[config.mk]
export PLATFORM = sky130hd
export DESIGN_NAME = dk_sound_mixer
export DESIGN_NICKNAME = d
export VERILOG_FILES = /design/src/rtl/dk_sound_mixer.sv
export SDC_FILE = /design/constraint.sdc
export NUM_CORES = 1
export LEC_CHECK = 0
export CAP_MARGIN = 20
export CORE_ASPECT_RATIO = 0.5
export CORE_MARGIN = 3
export CORE_UTILIZATION = 55
export CTS_BUF_LIST = sky130_fd_sc_hd__clkbuf_16
export DETAILED_ROUTE_END_ITERATION = 12
export GPL_TIMING_DRIVEN = 0
export HOLD_SLACK_MARGIN = 0.12
export MAX_ROUTING_LAYER = met4
export PLACE_DENSITY = 0.77
export SYNTH_ARGS = -nofsm -noshare
export SYNTH_HDL_FRONTEND = slang
export SYNTH_SLANG_ARGS = --single-unit
[constraint.sdc]
create_clock -name clk -period 8.88 [get_ports clk]
set_input_delay 1.776 -clock clk [delete_from_list [all_inputs] [get_ports clk]]
set_output_delay 1.776 -clock clk [all_outputs]
set_load 0.05 [all_outputs]
[src/rtl/dk_sound_mixer.sv]
// Final mixing stage for the discrete sound voices: per-voice gain, summed on one
// time-multiplexed MAC, then arithmetic-shifted and saturated to a signed 16-bit sample.
module dk_sound_mixer #(
    parameter int unsigned NUM_INPUTS     = 4,
    parameter int unsigned GAIN_FRAC_BITS = 6
) (
    input  logic                     clk,
    input  logic                     reset,
    input  logic                     audio_clk_en,
    input  logic [NUM_INPUTS*16-1:0] inputs,
    input  logic [NUM_INPUTS*8-1:0]  gains,
    input  logic                     mute,
    output logic [15:0]              out,
    output logic                     out_valid,
    output logic                     overrun
);

    localparam int unsigned ACC_W = 25 + $clog2(NUM_INPUTS) + 1;
    localparam int unsigned IDX_W = (NUM_INPUTS > 1) ? $clog2(NUM_INPUTS) : 1;
    localparam logic [IDX_W-1:0] LAST_IDX = IDX_W'(NUM_INPUTS - 1);
    localparam logic signed [ACC_W-1:0] SAT_MAX = ACC_W'(32767);
    localparam logic signed [ACC_W-1:0] SAT_MIN = ACC_W'(-32768);

    typedef enum logic [1:0] {
        IDLE,
        ACCUM,
        FINISH
    } state_t;

    state_t                   state;
    logic [IDX_W-1:0]         idx;
    logic signed [ACC_W-1:0]  acc;
    logic signed [15:0]       held_samp [NUM_INPUTS];
    logic [7:0]               held_gain [NUM_INPUTS];
    logic                     held_mute;

    logic signed [24:0]       sample_ext;
    logic signed [24:0]       gain_ext;
    logic signed [24:0]       product;
    logic signed [ACC_W-1:0]  shifted;
    logic signed [15:0]       sat;

    // Gain is zero-extended so the signed multiply never treats gains >= 128 as negative.
    always_comb begin
        sample_ext = {{9{held_samp[idx][15]}}, held_samp[idx]};
        gain_ext   = {17'b0, held_gain[idx]};
        product    = sample_ext * gain_ext;
        shifted    = acc >>> GAIN_FRAC_BITS;
        if (shifted > SAT_MAX) begin
            sat = 16'sh7fff;
        end else if (shifted < SAT_MIN) begin
            sat = 16'sh8000;
        end else begin
            sat = shifted[15:0];
        end
    end

    always_ff @(posedge clk) begin
        if (reset) begin
            state     <= IDLE;
            idx       <= '0;
            acc       <= '0;
            out       <= '0;
            out_valid <= 1'b0;
            overrun   <= 1'b0;
            held_mute <= 1'b0;
            for (int unsigned i = 0; i < NUM_INPUTS; i++) begin
                held_samp[i] <= '0;
                held_gain[i] <= '0;
            end
        end else begin
            out_valid <= 1'b0;
            case (state)
                IDLE: begin
                    if (audio_clk_en) begin
                        for (int unsigned i = 0; i < NUM_INPUTS; i++) begin
                            held_samp[i] <= inputs[16*i +: 16];
                            held_gain[i] <= gains[8*i +: 8];
                        end
                        held_mute <= mute;
                        acc       <= '0;
                        idx       <= '0;
                        state     <= ACCUM;
                    end
                end
                ACCUM: begin
                    acc <= acc + {{(ACC_W-25){product[24]}}, product};
                    if (idx == LAST_IDX) begin
                        idx   <= '0;
                        state <= FINISH;
                    end else begin
                        idx <= idx + 1'b1;
                    end
                    if (audio_clk_en) begin
                        overrun <= 1'b1;
                    end
                end
                FINISH: begin
                    out       <= held_mute ? '0 : sat;
                    out_valid <= 1'b1;
                    state     <= IDLE;
                    if (audio_clk_en) begin
                        overrun <= 1'b1;
                    end
                end
                default: state <= IDLE;
            endcase
        end
    end

endmodule
* Word-level counts from Yosys, hierarchy flattened
Memory sizes are Yosys's and may differ from the RTL's. A register that Yosys moved wholly into a read port is not among the register bits. Cells that the tools add are included.
Storage, ports and cells: flip-flop bits (word level) 51, bits in writable memories 96, bits of input ports 100, word-level logic and storage cells 64, memories kept 2
Cells by class: $add $sub $neg 2, $mul 1, $lt $le $gt $ge 2, equal/unequal tests 5, multiplexer cells 30, bitwise gates (word level) 8, reductions and logical operators 7
Memory list:
- held_samp | depth 4, width 16, read ports 1, clocked after Yosys merged registers in 1, write ports 4, RTL line 33 | logic signed [15:0] held_samp [NUM_INPUTS];
- held_gain | depth 4, width 8, read ports 1, clocked after Yosys merged registers in 1, write ports 4, RTL line 34 | logic [7:0] held_gain [NUM_INPUTS];
Operator list (number):
- $mux W16 | 7
- $pmux W28 S2 | 1
- $mux W8 | 4
- $add A28 B28 Y28 | 1
- $mux W28 | 1
- $mul A16 B9 Y25 | 1
- $gt A22 B16 Y1 const B | 1
- $lt A22 B16 Y1 const B | 1
- $mux W2 | 8
- $or A1 B1 Y1 | 8
- $pmux W2 S2 | 2
- $reduce_and A2 Y1 | 4
- $mux W1 | 7
- $eq A2 B2 Y1 const B | 2
- $ne A2 B2 Y1 const B | 2
- $add A2 B1 Y2 const B | 1
- $eq A2 B1 Y1 const B | 1
- $logic_not A2 Y1 | 1
- $reduce_bool A2 Y1 | 1
- $reduce_or A2 Y1 | 1

* Longest topological paths before layout
depth in word-level cells 5, depth in mapped cells 33, depth with buffers taken out 30

* Worst setup path before layout
No wires, ideal clock.
path kind register to register, start register (tool-made name), end register acc[27], setup time 0.119 ns, arrival time 7.450 ns, data required time 8.761 ns, path slack 1.311 ns, cell stages (with the launch flop) 30, clock period less this slack 7.569 ns, path through dfxtp_1 clkbuf_1 buf_1 mux4_2 and2_1 fa_1 fa_1 fa_1 inv_1 fa_1 inv_1 ha_1 a211oi_1 o211ai_1 a41o_1 nor3_1 o21ai_1 a41o_1 a21oi_1 xnor2_1 ha_1 a21o_1 a21o_1 a21o_1 or3_1 o21ai_0 a21oi_1 xnor2_1 nor3_1 o21bai_1
RTL lines:
- end signal: assignment | RTL line 87 | acc <= acc + {{(ACC_W-25){product[24]}}, product};
- end: declaration | RTL line 32 | logic signed [ACC_W-1:0] acc;

==> impl_metrics.py <==
metrics = {
    "pwr": {
        "leakagePower_nw": 6.30,
        "power.density_mw_per_mm2": 218,
        "ir_drop_uv": 122,
    },
    "clock_network": {
        "cts_sinks": 149,
        "root_buffer": "clkbuf_16",
        "insertion_delay_ns": 0.44,
        "cts_tree": "done",
        "clkTransAtPathRegs_ns": 0.06,
        "cts_buffers": 17,
        "htree_levels": 4,
        "cts_hold_buffers": 0,
        "cts_buffer_depth": 2,
    },
    "timing": {
        "timing_hold_violations_final": 0,
        "final.setup.tns_ns": 0,
        "period_needed_ns": 8.34,
        "rsz0062_at_grt": "false",
        "max_freq_mhz": 120,
        "finalMaxSlewViolations": 0,
        "relSlewSlack_pct": 52.1,
        "finalCritPeriodShare_pct": 93.9,
        "tightest_slew_ns": 0.716,
        "finalSetupViolCount": 0,
        "setup_ws_ns": 0.540,
        "finalClockSkew_ns": 0.00999,
    },
    "drt": {
        "via_per_inst": 5.35,
        "drt_first_pass_iters": 5,
        "wl_met1_um": 13200,
        "ant_nets": 0,
        "drcViolationCount": 0,
        "highest_layer": "met4",
        "drtIter0Drc": 609,
        "vias": 8638,
        "wl_per_cell_um": 17.2,
        "wl_um": 27800,
        "met3_length_um": 1860,
        "dr_wl_met2_um": 12400,
    },
    "status": {
        "status": "complete, no violations",
    },
    "logic_synthesis": {
        "synth_nets": 1460,
        "yosysMostFrequentCell": "and2_1",
        "postSynthAreaPerCell_um2": 10.2,
        "synth_flop_cell": "edfxtp_1",
        "synth_area_mm2": 0.0120,
        "seq_area_frac_synth_pct": 32.9,
        "synth_top_area_share_pct": 24.0,
        "yosys_warnings": 0,
        "ys_top_cells_by_count": "and2_1, inv_1, fa_1",
        "synthCells": 1176,
        "yosys.cell_types.count": 64,
        "synth_top_area_cell": "edfxtp_1",
        "synthTopCellsByArea": "edfxtp_1, fa_1, and2_1",
        "synth_edf_count": 96,
        "async_flop_share_pct": 0,
        "ys_ff_latch": 149,
    },
    "floorplanning": {
        "die_area_mm2": 0.0237,
        "core-area_mm2": 0.0210,
        "placementRows": 37,
        "die_h_um": 110,
        "io_pins": 118,
        "start_util_pct": 57.2,
        "die_x_um": 215,
    },
    "hold_path": {
        "hold_path_class": "register to register",
    },
    "critical_path": {
        "r2r_slack_ns": 0.54,
        "cp_common_cell": "fa_1",
        "critPathSlowestCell": "mux4_2",
        "criticalPathCategory": "register to register",
        "worstPathMaxFanout": 10,
        "critPathRequiredTime_ns": 9.21,
        "cp_data_arrival_time_ns": 8.67,
        "end_kind": "register",
        "cp_slowest_stage_delay_ns": 0.68,
        "cp-start-kind": "register",
    },
    "finish": {
        "fillCellCount": 1611,
        "num_antenna_cells": 0,
        "nNetsFinal": 1596,
        "syn_to_final_growth_pct": 17.7,
        "drive_gt1_share_pct": 4.98,
    },
    "place": {
        "place_ws_ns": 0.340,
        "io_buffers": 117,
        "hpwl_um": 22100,
        "routabilityCongestion": 0.901,
    },
    "global_routing": {
        "antenna_found_initial": 0,
        "grt_pass1_vias": 8966,
        "grt_pass1_wl_um": 45900,
        "grt_util_all_layers_pct": 25.2,
        "grt_max_degree": 61,
        "grt_overflow": 0,
    },
    "run": {
        "maxCapViolCount": 0,
    },
}
-- worst paths after layout --
path              to  cells after the start      from
max          acc[27]                     31  register
min           out[8]                      2    out[8]
max reg2reg  acc[27]                     31  register
min reg2reg   out[8]                      2    out[8]
-- cell type report --
type	count	area [um2]	share of cell area, %
clock inverter	14	129	0.912
sequential	149	3940	27.9
inverter	169	634	4.49
multi-input combinational	820	7290	51.6
timing repair buffer	118	1200	8.48
clock buffer	17	425	3.01
tap	292	365	2.59
buffer	37	145	1.03
-- logic make-up after synthesis --
group | after synthesis | synth area share (%)
AOI/OAI and AO/OA | 194 | 10.1
xor gates and xnor gates | 41 | 3.22
adders and majority gates | 184 | 25.6
buffers and inverters | 207 | 6.48
DFF | 149 | 32.9
muxes | 26 | 4.68
and+or+nand+nor | 375 | 17.0
-- through the flow --
stage	total power [mW]	cells	hold slack, ns	area (um2)	util [%]
after floorplan	2.03	1176	0.440	12000	-
after global placement	2.35	1585	0.450	13500	64.6
after detailed placement	2.40	1586	0.460	13600	64.7
after CTS	3.10	1617	0.472	14100	67.4
after global routing	3.33	1616	0.486	14100	67.4
final	3.09	1616	0.469	14100	67.4
-- layer usage --
metal  up-vias  GRT usage [%]
met5         -              -
met4         0           6.06
met3        31           5.91
met2       286           37.9
met1      4134           34.8
li1       4187              -
-- critical path, delay by kind of cell (launching register included) --
kind	cells	cell delay (ns)
fa+ha+maj	6	2.56
xor+xnor	2	0.34
mux	1	0.68
flops	1	0.32
simple gates	4	0.86
compound gates	12	2.16
buf+inv	6	1.29
-- timing repair --
item	CTS	global route
setup endpoints to repair	0	4
endpoints found under the hold margin	0	0
resized for setup	0	5
buffers inserted	0	0
-- power by group --
part	internal, mW	switching (mW)	total (mW)
combinational	0.654	0.905	1.56
clock	0.386	0.304	0.691
sequential	0.803	0.0331	0.836
total	1.84	1.24	3.09
-- placed cells by master (no fill, tap or decap), types with 7 or more instances in the layout --
cell	netlist	final
a21o_1	20	20
clkbuf_1	34	32
o21ai_0	29	29
xnor2_1	27	27
or3_1	9	9
a211oi_1	8	8
nand3_1	8	8
nand2_1	86	86
nor3_1	7	7
nand2b_1	22	21
clkbuf_16	0	17
o21ai_1	26	26
nor2_1	41	41
nor2b_1	7	7
a22oi_1	12	12
inv_1	169	169
xor2_1	12	12
fa_1	103	103
mux4_2	24	24
clkdlybuf4s50_1	0	117
dfxtp_1	53	53
a21oi_1	56	56
and2_1	175	175
edfxtp_1	96	96
ha_1	81	81
-- flip-flops by register name (all words and copies together) (netlist names), named ones only --
signal and count:
overrun 1, idx 2, held_mute 1, acc 28, held_samp 64, out_valid 1, held_gain 32, state 2
out 16
Power figures use the tool's default switching activity.
